$ cat config.mk
export PLATFORM = sky130hd
export DESIGN_NAME = muldiv_ctrl
export DESIGN_NICKNAME = d
export VERILOG_FILES = /design/src/rtl/muldiv_pkg.sv /design/src/rtl/muldiv_step.sv /design/src/rtl/muldiv_ctrl.sv
export SDC_FILE = /design/constraint.sdc
export NUM_CORES = 1
export LEC_CHECK = 0
export ABC_AREA = 1
export ABC_CLOCK_PERIOD_IN_PS = 3000
export CAP_MARGIN = 20
export CORE_ASPECT_RATIO = 0.7
export CORE_MARGIN = 4
export CORE_UTILIZATION = 40
export CTS_CLUSTER_DIAMETER = 80
export DETAILED_ROUTE_END_ITERATION = 10
export GPL_TIMING_DRIVEN = 0
export PLACE_DENSITY = 0.66
export SLEW_MARGIN = 20
export SYNTH_ARGS = -nofsm -noshare
export SYNTH_HDL_FRONTEND = slang
export SYNTH_SLANG_ARGS = --single-unit
$ cat constraint.sdc
create_clock -name clk -period 3 [get_ports clk]
set_clock_uncertainty 0.05 [all_clocks]
set_input_delay 0.3 -clock clk [delete_from_list [all_inputs] [get_ports clk]]
set_output_delay 0.3 -clock clk [all_outputs]
set_load 0.03 [all_outputs]
$ cat src/rtl/muldiv_pkg.sv
// muldiv_pkg: shared definitions for the iterative multiply/divide sequencer.
//   - op encodings as presented on muldiv_ctrl.op
//   - FSM state encoding used by muldiv_ctrl
//   - default iteration count (one iteration per operand bit)
package muldiv_pkg;

    localparam int ITER_DEF = 32;

    localparam logic [1:0] OP_MULT  = 2'b00;
    localparam logic [1:0] OP_MULTU = 2'b01;
    localparam logic [1:0] OP_DIV   = 2'b10;
    localparam logic [1:0] OP_DIVU  = 2'b11;

    typedef enum logic [1:0] {
        ST_IDLE = 2'd0,
        ST_RUN  = 2'd1,
        ST_FIX  = 2'd2
    } state_t;

endpackage

$ cat src/rtl/muldiv_step.sv
// muldiv_step: one combinational iteration of the multiply/divide datapath.
//   acc     : upper half (multiply partial product / divide remainder)
//   shreg   : lower half (multiplier bits / dividend bits -> quotient bits)
//   operand : multiplicand (multiply) or divisor (divide), both unsigned
//   mode    : 0 = shift-add multiply step, 1 = restoring divide step
//   acc_nxt, sh_nxt : the acc/shift pair after this iteration
module muldiv_step #(
    parameter int DATA_W = 32
) (
    input  logic [DATA_W-1:0] acc,
    input  logic [DATA_W-1:0] shreg,
    input  logic [DATA_W-1:0] operand,
    input  logic              mode,
    output logic [DATA_W-1:0] acc_nxt,
    output logic [DATA_W-1:0] sh_nxt
);

    logic [DATA_W:0]   sum;
    logic [DATA_W+1:0] trial;

    always_comb begin
        // Multiply: add operand when the current multiplier bit is set, then
        // shift the whole {carry, acc, shreg} right by one.
        sum = {1'b0, acc} + (shreg[0] ? {1'b0, operand} : '0);
        // Divide: shift the next dividend bit into the remainder and try the
        // subtraction; one extra guard bit gives an unambiguous sign.
        trial = {1'b0, acc, shreg[DATA_W-1]} - {2'b00, operand};
        if (mode) begin
            if (!trial[DATA_W+1])
                acc_nxt = trial[DATA_W-1:0];
            else
                acc_nxt = {acc[DATA_W-2:0], shreg[DATA_W-1]};
            sh_nxt = {shreg[DATA_W-2:0], ~trial[DATA_W+1]};
        end else begin
            acc_nxt = sum[DATA_W:1];
            sh_nxt  = {sum[0], shreg[DATA_W-1:1]};
        end
    end

endmodule

$ cat src/rtl/muldiv_ctrl.sv
// muldiv_ctrl: iterative mult/multu/div/divu sequencer owning HI/LO.
//   clk, reset        : clock, synchronous active-high reset
//   start, op         : operation issue from EX (00 mult, 01 multu, 10 div, 11 divu)
//   rs_val, rt_val    : operand A (multiplicand/dividend), operand B
//   rd_req            : mfhi/mflo in EX
//   mthi, mtlo, wdata : direct HI/LO writes
//   busy              : operation in flight (RUN or FIX)
//   stall             : pipeline hold request while busy
//   done              : one-cycle pulse after HI/LO take an operation result
//   div_zero          : sticky flag, last div/divu had a zero divisor
//   hi, lo            : HI/LO registers
module muldiv_ctrl
    import muldiv_pkg::*;
#(
    parameter int DATA_W = 32,
    parameter int ITER   = ITER_DEF
) (
    input  logic              clk,
    input  logic              reset,
    input  logic              start,
    input  logic [1:0]        op,
    input  logic [DATA_W-1:0] rs_val,
    input  logic [DATA_W-1:0] rt_val,
    input  logic              rd_req,
    input  logic              mthi,
    input  logic              mtlo,
    input  logic [DATA_W-1:0] wdata,
    output logic              busy,
    output logic              stall,
    output logic              done,
    output logic              div_zero,
    output logic [DATA_W-1:0] hi,
    output logic [DATA_W-1:0] lo
);

    localparam int CW = $clog2(ITER);

    state_t            state;
    logic [CW-1:0]     cnt;
    logic [DATA_W-1:0] acc, sh, opb, a_raw;
    logic              neg_q, neg_r, is_div;

    logic [DATA_W-1:0]   acc_nxt, sh_nxt;
    logic [2*DATA_W-1:0] prod, prod_s;
    logic [DATA_W-1:0]   hi_fix, lo_fix;
    logic                a_neg, b_neg;

    muldiv_step #(.DATA_W(DATA_W)) u_step (
        .acc     (acc),
        .shreg   (sh),
        .operand (opb),
        .mode    (is_div),
        .acc_nxt (acc_nxt),
        .sh_nxt  (sh_nxt)
    );

    // Signed ops (op[0]==0) run on magnitudes; signs are restored in FIX.
    assign a_neg = ~op[0] & rs_val[DATA_W-1];
    assign b_neg = ~op[0] & rt_val[DATA_W-1];

    always_comb begin
        prod   = {acc, sh};
        prod_s = neg_q ? -prod : prod;
        if (is_div) begin
            if (opb == '0) begin
                hi_fix = a_raw;
                lo_fix = '1;
            end else begin
                lo_fix = neg_q ? -sh  : sh;
                hi_fix = neg_r ? -acc : acc;   // remainder follows dividend sign
            end
        end else begin
            {hi_fix, lo_fix} = prod_s;
        end
    end

    assign stall = busy & (start | rd_req | mthi | mtlo);

    always_ff @(posedge clk) begin
        if (reset) begin
            state    <= ST_IDLE;
            cnt      <= '0;
            acc      <= '0;
            sh       <= '0;
            opb      <= '0;
            a_raw    <= '0;
            neg_q    <= 1'b0;
            neg_r    <= 1'b0;
            is_div   <= 1'b0;
            hi       <= '0;
            lo       <= '0;
            busy     <= 1'b0;
            done     <= 1'b0;
            div_zero <= 1'b0;
        end else begin
            done <= 1'b0;
            case (state)
                ST_IDLE: begin
                    if (start) begin
                        acc    <= '0;
                        sh     <= a_neg ? -rs_val : rs_val;
                        opb    <= b_neg ? -rt_val : rt_val;
                        a_raw  <= rs_val;
                        neg_q  <= a_neg ^ b_neg;
                        neg_r  <= a_neg;
                        is_div <= op[1];
                        cnt    <= CW'(ITER - 1);
                        busy   <= 1'b1;
                        state  <= ST_RUN;
                    end else begin
                        if (mthi) hi <= wdata;
                        if (mtlo) lo <= wdata;
                    end
                end
                ST_RUN: begin
                    acc <= acc_nxt;
                    sh  <= sh_nxt;
                    if (cnt == '0)
                        state <= ST_FIX;
                    else
                        cnt <= cnt - CW'(1);
                end
                ST_FIX: begin
                    hi    <= hi_fix;
                    lo    <= lo_fix;
                    if (is_div) div_zero <= (opb == '0);
                    busy  <= 1'b0;
                    done  <= 1'b1;
                    state <= ST_IDLE;
                end
                default: begin
                    busy  <= 1'b0;
                    state <= ST_IDLE;
                end
            endcase
        end
    end

endmodule

After elaboration in Yosys (flattened, before gate mapping)
Index checks and enable logic that the tools add are counted.
{"block": "word_totals", "n_memories": 0, "ram_bits": 0, "word_cells": 85, "in_bits": 104, "mem_bits_ro": 0, "latch_bits": 0, "output_inout_bits": 68, "regBits": 205}
{"block": "op_classes", "bitwise": 10, "mul": 0, "n_mux": 32, "shifts": 0, "order_cmp": 0, "n_addsub": 8, "n_eq_ne": 8, "n_reduce_logical": 13, "n_div": 0}
{"operator": "two-way mux 32 bit", "n": 18}
{"operator": "case mux 32 bit (2 select lines)", "n": 4}
{"operator": "negator 32 bit", "n": 4}
{"operator": "two-way mux 64 bit", "n": 1}
{"operator": "negator 64 bit", "n": 1}
{"operator": "subtractor 33 x 32 -> 34 bit", "n": 1}
{"operator": "adder 32 x 33 -> 33 bit", "n": 1}
{"operator": "logical NOT 32 bit", "n": 1}
{"operator": "!= test 2 bit, second input constant", "n": 6}
{"operator": "two-way mux 5 bit", "n": 2}
{"operator": "case mux 5 bit (2 select lines)", "n": 1}
{"operator": "AND reduction 2 bit", "n": 5}
{"operator": "AND reduction 3 bit", "n": 3}
{"operator": "logical NOT 5 bit", "n": 1}
{"operator": "subtractor 5 x 1 -> 5 bit, second input constant", "n": 1}
{"operator": "two-way mux 2 bit", "n": 2}
{"operator": "case mux 2 bit (2 select lines)", "n": 1}
{"operator": "nonzero test 2 bit", "n": 2}
{"operator": "bitwise AND 1 bit", "n": 3}
{"operator": "inverter 1 bit", "n": 3}
{"operator": "OR 1 bit", "n": 3}
{"operator": "== test 2 x 1 -> 1 bit, second input constant", "n": 1}
{"operator": "== test 2 bit, second input constant", "n": 1}
{"operator": "logical NOT 2 bit", "n": 1}
{"operator": "3 further kinds", "n": 4}

Longest topological paths before layout
Gate-level depths: netlist of run 1.
{"block": "logic_depth", "depth_word": 5, "ltp_mapped": 19, "ltp_nobuf": 18}

Cells and area by module
From an unflattened synthesis of run 1, not the netlist that was laid out.
{"block": "unflattened", "hier_cells": 3521, "area_unflattened_um2": 19686.4}
{"mod": "muldiv_ctrl", "area_each_um2": 13518.0, "seq_area_each_um2": 4103.9, "instances": 1, "cells_per_inst": 2244}
{"mod": "muldiv_step", "area_each_um2": 6168.4, "seq_area_each_um2": 0.0, "instances": 1, "cells_per_inst": 1277}

Worst setup path after synthesis of run 1
OpenSTA, ideal clock, no wires.
{"block": "synth_timing", "kind": "reg-to-reg", "startpoint": "register sh[0]", "endpoint": "register acc[27]", "stages_incl_launch_ff": 19, "period_less_slack_ns": 2.271, "arrival_time_ns": 2.088, "path_buffers": 1, "t_required_ns": 2.818, "path_slack_ns": 0.729, "setup_time_ns": 0.132, "path_cell_list": "dfxtp_1 -> buf_2 -> nand2_1 -> inv_1 -> ha_1 -> inv_1 -> fa_1 -> inv_1 -> nand3_1 -> nand3_1 -> nand2_1 -> nand3_1 -> nand3_1 -> nand3_1 -> nand2_1 -> nor2_1 -> nor2_1 -> nand2_1 -> a21oi_1"}
{"block": "synth_between", "elab_chain_cells": 4}
{"element": "start, declared", "line": "muldiv_ctrl.sv:40", "text": "logic [DATA_W-1:0] acc, sh, opb, a_raw;"}
{"element": "start signal, assigned", "line": "muldiv_ctrl.sv:101", "text": "sh <= a_neg ? -rs_val : rs_val;"}
{"element": "start signal, assigned", "line": "muldiv_ctrl.sv:117", "text": "sh <= sh_nxt;"}
{"element": "two-way mux 32 bit", "line": "muldiv_step.sv:24", "text": "sum = {1'b0, acc} + (shreg[0] ? {1'b0, operand} : '0);"}
{"element": "adder 32 x 33 -> 33 bit", "line": "muldiv_step.sv:24"}
{"element": "two-way mux 32 bit", "line": "muldiv_step.sv:28", "text": "if (mode) begin"}
{"element": "case mux 32 bit (2 select lines)", "line": "muldiv_ctrl.sv:97", "text": "case (state)"}
{"element": "end signal, assigned", "line": "muldiv_ctrl.sv:116", "text": "acc <= acc_nxt;"}
{"element": "end, declared", "line": "muldiv_ctrl.sv:40"}
No other way between the ends.
A chain may end at the register's enable or synchronous reset.

Final worst setup path of run 1
{"block": "layout_timing", "startpoint": "register acc[1]", "endpoint": "register hi[9]"}
{"block": "layout_between", "elab_chain_cells": 5, "elab_cells_between_ends": 7, "classes_between": "add/sub (2); mux (5)"}
{"element": "negator 32 bit", "line": "muldiv_ctrl.sv:70", "text": "hi_fix = neg_r ? -acc : acc;"}
{"element": "two-way mux 32 bit", "line": "muldiv_ctrl.sv:70"}
{"element": "two-way mux 32 bit", "line": "muldiv_ctrl.sv:65", "text": "if (opb == '0) begin"}
{"element": "two-way mux 32 bit (*)", "line": "muldiv_ctrl.sv:64", "text": "if (is_div) begin"}
{"element": "case mux 32 bit (2 select lines) (*)", "line": "muldiv_ctrl.sv:97"}
{"element": "end signal, assigned", "line": "muldiv_ctrl.sv:111", "text": "if (mthi) hi <= wdata;"}
{"element": "end signal, assigned", "line": "muldiv_ctrl.sv:124", "text": "hi <= hi_fix;"}
{"element": "end, declared", "line": "muldiv_ctrl.sv:32", "text": "output logic [DATA_W-1:0] hi,"}
Mark *: on every way between the ends. The rest lies on a longest branch, timed or not.

==> results of run 1 <==
[metal layers]
metal / vias up / part of all wire
met5: - / 0.00028
li1: 11357 / -
met2: 1445 / 0.35
met1: 11124 / 0.48
met3: 99 / 0.16
met4: 4 / 0.013
[timing repair]
action	CTS	global route
endpoints found under the setup margin	38	48
pin swaps	1	2
resized for setup	14	80
setup buffers	1	6
[worst register-to-register path: stages (launching register included)]
cell,delay (ps)
dfxtp_1,430
inv_1,280
nand2_1,160
nor2_2,280
nand2_1,160
o21ai_2,300
xor2_1,330
a21oi_2,110
o21ai_1,250
o21ai_1,280
nand2_1,180
nand2_1,60
[synth_stat cells (all sizes together), types with 10 or more instances]
cell	number
a21oi	265
a31oi	51
buf	37
clkbuf	98
dfxtp	205
ha	70
inv	463
nand2	1016
nand3	281
nand3b	19
nand4	38
nor2	344
nor3	28
o211ai	18
o21ai	333
o21bai	10
xnor2	21
xor2	49
[state kept, by name (all words and copies together), names as in the netlist]
register / count
a_raw: 32
acc: 32
busy: 1
cnt: 5
div_zero: 1
done: 1
hi: 32
is_div: 1
lo: 32
neg_q: 1
neg_r: 1
opb: 32
sh: 32
state: 2
[power breakdown]
part / switching [mW] / leakage [nW] / total (mW) / internal (mW)
logic: 2.97 / 8.85 / 4.22 / 1.25
registers: 0.379 / 1.69 / 3.34 / 2.97
clock network: 1.30 / 0.378 / 2.93 / 1.64
[layout make-up]
class                      instances  area, sq um
fill                            5154        24100
multi-input combinational       2578        12800
sequential                       205         4130
inverter                         466         1760
timing repair buffer             177         1750
tap                              612          766
clock buffer                      34          698
buffer                           134          637
clock inverter                     9         75.1
antenna                            1         2.50
[kinds of logic (layout without fill, tap and decap cells)]
| kind of cell | count (synthesis) | in the layout |
|---|---|---|
| AO/OA/AOI/OAI | 691 | 691 |
| XOR/XNOR | 70 | 70 |
| adder cells (fa/ha/maj) | 72 | 72 |
| buffers and inverters | 601 | 820 |
| flip-flops | 205 | 205 |
| other | 0 | 1 |
| AND/OR/NAND/NOR | 1745 | 1745 |
[worst paths after layout]
path	startpoint	to	slack, ps	cells after the start
max reg2reg	acc[1]	hi[9]	-2	11
min	wdata[14]	lo[14]	320	3
min reg2reg	cnt[2]	cnt[2]	430	2
max	acc[1]	hi[9]	-2	11
==> metrics.md, run 1 <==
| Metric | Value |
|---|---|
| Post-Place Cells | between 4000 and 5000 |
| Latest clock arrival within the worst-skew pair | between 500 and 600 ps |
| Post-Layout Cell Count | around 4200 |
| Placed inst area | between 20000 and 25000 sq um |
| Nets@finish | about 3800 |
| Pwr Total | 10.5 mW |
| Clock Tree Buf Depth | 3 |
| Max-slew headroom | 0.176 |
| Share of Yosys cell area claimed by the top area cell type | 0.215 |
| Post-route ant nets | 0 |
| DRC | 0 |
| Count of clock tree sinks | roughly 210 |
| Multiplexer area fraction after synthesis | 0 |
| Die area | between 50000 and 60000 sq um |
| Avg Cell Area, Syn | 5.63 sq um |
| Failing checks | negative setup slack |
| Synth Cell Area | ~19000 sq um |
| Fin crit period | approximately 3000 ps |
| Starting Density | 0.408 |
| Final setup fails | 1 |
| Gr usage total | 0.382 |
| FP Rows | 66 |
| Worst Slack Setup Final | -1.51 ps |
| Routed len/inst | about 24 um |
| Asr flop ratio synth | 0 |
| CTS Root Cell | clkbuf_16 |
| Max-cap viol count | 0 |
| DRT iter0 DRCs | about 3700 |
| Area Overhead vs Synth | 18.8% |
| Crit-path max FO | 7 |
| Global-route wire length before repair | about 140000 um |
| GR Util met1 | 0.611 |
| EDFF count, synth | 0 |
| # IOs | about 170 |
| Avg Vias per Cell | 5.70 |
| Synth Flop Type | dfxtp_1 |
| Largest stage delay on the critical path | 430 ps |
| CTS buffer count | 24 |
| Post-synthesis sequential element count | 205 |
| Critical path type | reg -> reg |
| Finished layout cell area | between 20000 and 25000 sq um |
| Gr busiest metal | met1 |
| Worst Setup End Kind | flip-flop |
| Critical Path Most Common Cell | nand2_1 |
| Dpl hpwl | roughly 85000 um |
| TritonCTS clock tree | built |
| Synth unique cells | 53 |
| Vias in the first global route | 21210 |
| Largest family of logic cells by synthesized area | simple AND/OR/NAND/NOR gates |
| Largest net degree at the start of global routing | 14 |
| Hold Buf Count CTS | 0 |
| Crit path buf inv count | 1 |
| Chip Width | 269 um |
| Slowest cell on the critical path | dfxtp_1 |
| Register area share after synthesis | 0.215 |
| Worst hold margin | between 300 and 400 ps |
| Die Ht | approximately 190 um |
| H-tree Lvls | 1 |
| Final core utilization | 0.484 |
| Final Max Tran Viols | 0 |
| WL final | between 100000 and 150000 um |
| Top cells by area, synth | dfxtp_1 22%, nand2_1 20%, inv_1 8.9%, o21ai_0 7.8%, nand3_1 7.2% |
| Post-synthesis compound-gate area fraction | 0.197 |
| Endpoints failing hold | 0 |
| Leak pwr | approximately 11 nW |
| Commonest cells after routing, fill and taps aside | 1000 x nand2_1, 449 x inv_1, 321 x nor2_1, 294 x o21ai_0, 267 x nand3_1 |
| FMAX | roughly 0.33 GHz |
| CP Launch Type | flip-flop |
| HP Class | in -> reg |
| Clk slew on worst S/H paths | 60 ps |
| Placer congestion estimate | ~1.1 |
| Routing usage on met2 | 0.472 |
| Syn Nets | 3560 |
| Global route overflow | 0 |
| Arrival time at the worst endpoint | 3390 ps |
| Fin crit share | 1.00 |
| Total vias in the final route | approximately 24000 |
| Core area | ~47000 sq um |
| GRT met3 Usage | 0.159 |
| Port buffer count | 170 |
| Outcome | finished, violations left |
| Pwr per Cell Area | 464 nW/um^2 |
| First-pass DRT Iterations | 6 |
| Ys Warns | 0 |
| Initial antenna violation count | 4 |
| Worst slack at placement | -555 ps |
| Most common cell after layout, fill and taps aside | nand2_1 |
| Setup tns final | -1.51 ps |
| Synth area leader | dfxtp_1 |
| Crit-path cells | inv_1, nand2_1, nor2_2, nand2_1, o21ai_2, xor2_1, a21oi_2, o21ai_1, o21ai_1, nand2_1, nand2_1 |
| Maximum vdd drop | roughly 480 uV |
| Post-Synth Adder-Cell Area | 0.0481 |
| CP required | approximately 3400 ps |
| Synth Area in Simple Gates | 0.384 |
| Layout cell share with drive strength beyond 1 | 0.0575 |
| XOR/XNOR Fraction of Synth Area | 0.0322 |
| Post-Syn Instances | between 3000 and 4000 |
| Top Family by Delay on Critical Path | compound AO/OA/AOI/OAI gates |
| Worst-Margin Slew | 1240 ps |
Power figures use the tool's default switching activity.
==> run 2: changes to the inputs <==
- ABC_CLOCK_PERIOD_IN_PS: 3000 -> 2600
- CAP_MARGIN: 20 -> not set
- PLACE_DENSITY: 0.66 -> 0.68
- clock period: 3 -> 2.6 ns (I/O delays scaled with it)
==> metrics.md, run 2 (synthesis gave the netlist of run 1 again) <==
| Metric | Value |
|---|---|
| Most common cell after layout, fill and taps aside | nand2_1 |
| Avg Vias per Cell | between 5 and 6 |
| # IOs | 172 |
| Worst-Margin Slew | 1190 ps |
| Failing checks | negative setup slack |
| Crit-path cells | inv_1, ha_1, nand2_2, inv_1, nand2_1, nand2_1, a21oi_2, nor2_2, nor2_4, nand2_8, nor2_4, buf_6, nand2_1, nand3_2, a21oi_1 |
| Gr usage total | 0.389 |
| Port buffer count | 170 |
| Nets@finish | between 3000 and 4000 |
| Core area | between 40000 and 50000 sq um |
| Power share of the clock group | 0.292 |
| Post-route ant nets | 0 |
| Final Max Tran Viols | 0 |
| Leak pwr | roughly 11 nW |
| # diodes | 0 |
| Worst slack at placement | -778 ps |
| Total vias in the final route | between 20000 and 25000 |
| Pwr per Cell Area | approximately 540 nW/um^2 |
| RSZ-0062 raised after global routing | true |
| Fin crit share | 1.05 |
| FMAX | ~0.37 GHz |
| Clk slew on worst S/H paths | roughly 60 ps |
| Die area | ~51000 sq um |
| Internal power | 7.38 mW |
| Layout cell share with drive strength beyond 1 | 0.126 |
| Maximum vdd drop | 528 uV |
| Clock Tree Buf Depth | 3 |
| Post-Place Cells | ~4200 |
| Outcome | finished, violations left |
| Starting Density | 0.408 |
| Worst Slack Setup Final | -117 ps |
| H-tree Lvls | 1 |
| Setup tns final | -1880 ps |
| TritonCTS clock tree | built |
| Critical path type | reg -> reg |
| First-pass DRT Iterations | 6 |
| Global route overflow | 0 |
| Area Overhead vs Synth | 25.7% |
| Slowest cell on the critical path | dfxtp_2 |
| CTS buffer count | 23 |
| Global-route wire length before repair | approximately 150000 um |
| Seq pwr share | 0.300 |
| Finished layout cell area | 24000 sq um |
| Chip Width | ~270 um |
| Largest net degree at the start of global routing | 15 |
| Die Ht | ~190 um |
| CP required | 2950 ps |
| Dpl hpwl | ~86000 um |
| Pwr Total | about 13 mW |
| FP Rows | 66 |
| Fin crit period | 2720 ps |
| Sw Pwr | 5.51 mW |
| Vias in the first global route | between 20000 and 25000 |
| Crit-path max FO | 7 |
| Latest clock arrival within the worst-skew pair | approximately 540 ps |
| DRT iter0 DRCs | about 3500 |
| Worst Setup End Kind | flip-flop |
| Max-cap viol count | 0 |
| Placer congestion estimate | roughly 1.1 |
| CTS Root Cell | clkbuf_16 |
| Commonest cells after routing, fill and taps aside | 948 x nand2_1, 436 x inv_1, 290 x nor2_1, 287 x o21ai_0, 257 x nand3_1 |
| DRC | 0 |
| Routed len/inst | 24.5 um |
| Arrival time at the worst endpoint | roughly 3100 ps |
| Initial antenna violation count | 3 |
| Flop-to-flop setup slack | -120 ps |
| HP Class | in -> reg |
| Count of clock tree sinks | around 200 |
| CP Launch Type | flip-flop |
| Critical Path Most Common Cell | nand2_1 |
| Post-Layout Cell Count | between 4000 and 5000 |
| Endpoints failing hold | 0 |
| Max-slew headroom | 0.205 |
| Power share of the combinational group | 0.409 |
| Largest stage delay on the critical path | ~450 ps |
| WL final | 104000 um |
| Placed inst area | between 20000 and 25000 sq um |
| Sw Ratio | 0.428 |
| Final setup fails | 27 |
## run 2: changes by cell type in the layout (fill, tap and decap cells not counted), moves of 19 or more
cell	delta
buf_4	+28
dfxtp_1	-32
ha_1	-35
ha_4	+19
nand2_1	-52
nand2_2	+44
nor2_1	-31
## run 2: path summary, 6_finish.rpt
| kind | start | end | depth (start not counted) |
|---|---|---|---|
| worst max-delay path | opb[19] | acc[0] | 15 |
| worst min-delay path | wdata[7] | lo[7] | 3 |
| worst min register to register | div_zero | div_zero | 2 |
| worst max register to register | opb[19] | acc[0] | 15 |
## run 2: per-layer routing
| layer | vias up | wire [um] | GRT usage |
|---|---|---|---|
| met5 | - | 0 | 0 |
| met4 | 0 | 1300 | 0.0418 |
| met3 | 84 | 16500 | 0.164 |
| met2 | 1554 | 36500 | 0.488 |
| met1 | 11303 | 49600 | 0.615 |
| li1 | 11428 | - | - |
## run 2: power by group through the flow
stage               Sequential [mW]  Clock, mW  Combinational [mW]
floorplan                      3.80          0                2.74
global placement               3.85          0                4.61
detailed placement             3.85          0                4.59
CTS                            3.81       3.75                4.77
global route                   3.87       3.87                5.61
finish                         3.86       3.76                5.27
## run 2: layout make-up
cell class,count,area [sq um]
plain buffers,134,683
clock buffers,29,618
clock inverters,12,224
fillers,4932,22800
inverters,466,1770
multi-input cells,2578,13700
flip-flops and latches,205,4210
well taps,612,766
repair buffers,211,2040
## run 2: critical path: cells and delay by family, from the launching register on
kind	cells	cell delay [ps]
AO/OA/AOI/OAI	2	260
adder cells (fa/ha/maj)	1	350
buffers and inverters	3	320
flip-flops	1	450
AND/OR/NAND/NOR	9	1150
## run 2: timing repair
item                       CTS  global route
buffers inserted            18            22
pin swaps                   12            30
gates resized for setup    171           218
gates cloned                 0             1
setup endpoints to repair   91            74
hold buffers                 0             0
## run 2: through the flow
step / utilization / hold slack (ps)
after floorplan: - / 345
after global placement: 0.461 / 411
after detailed placement: 0.461 / 420
after CTS: 0.493 / 255
after global routing: 0.513 / 293
final: 0.513 / 265
==> run 3: changes to the inputs <==
- ABC_CLOCK_PERIOD_IN_PS: 2600 -> not set
==> results of run 3 <==
Final layout, timing and power as in run 2 (identical DEF).
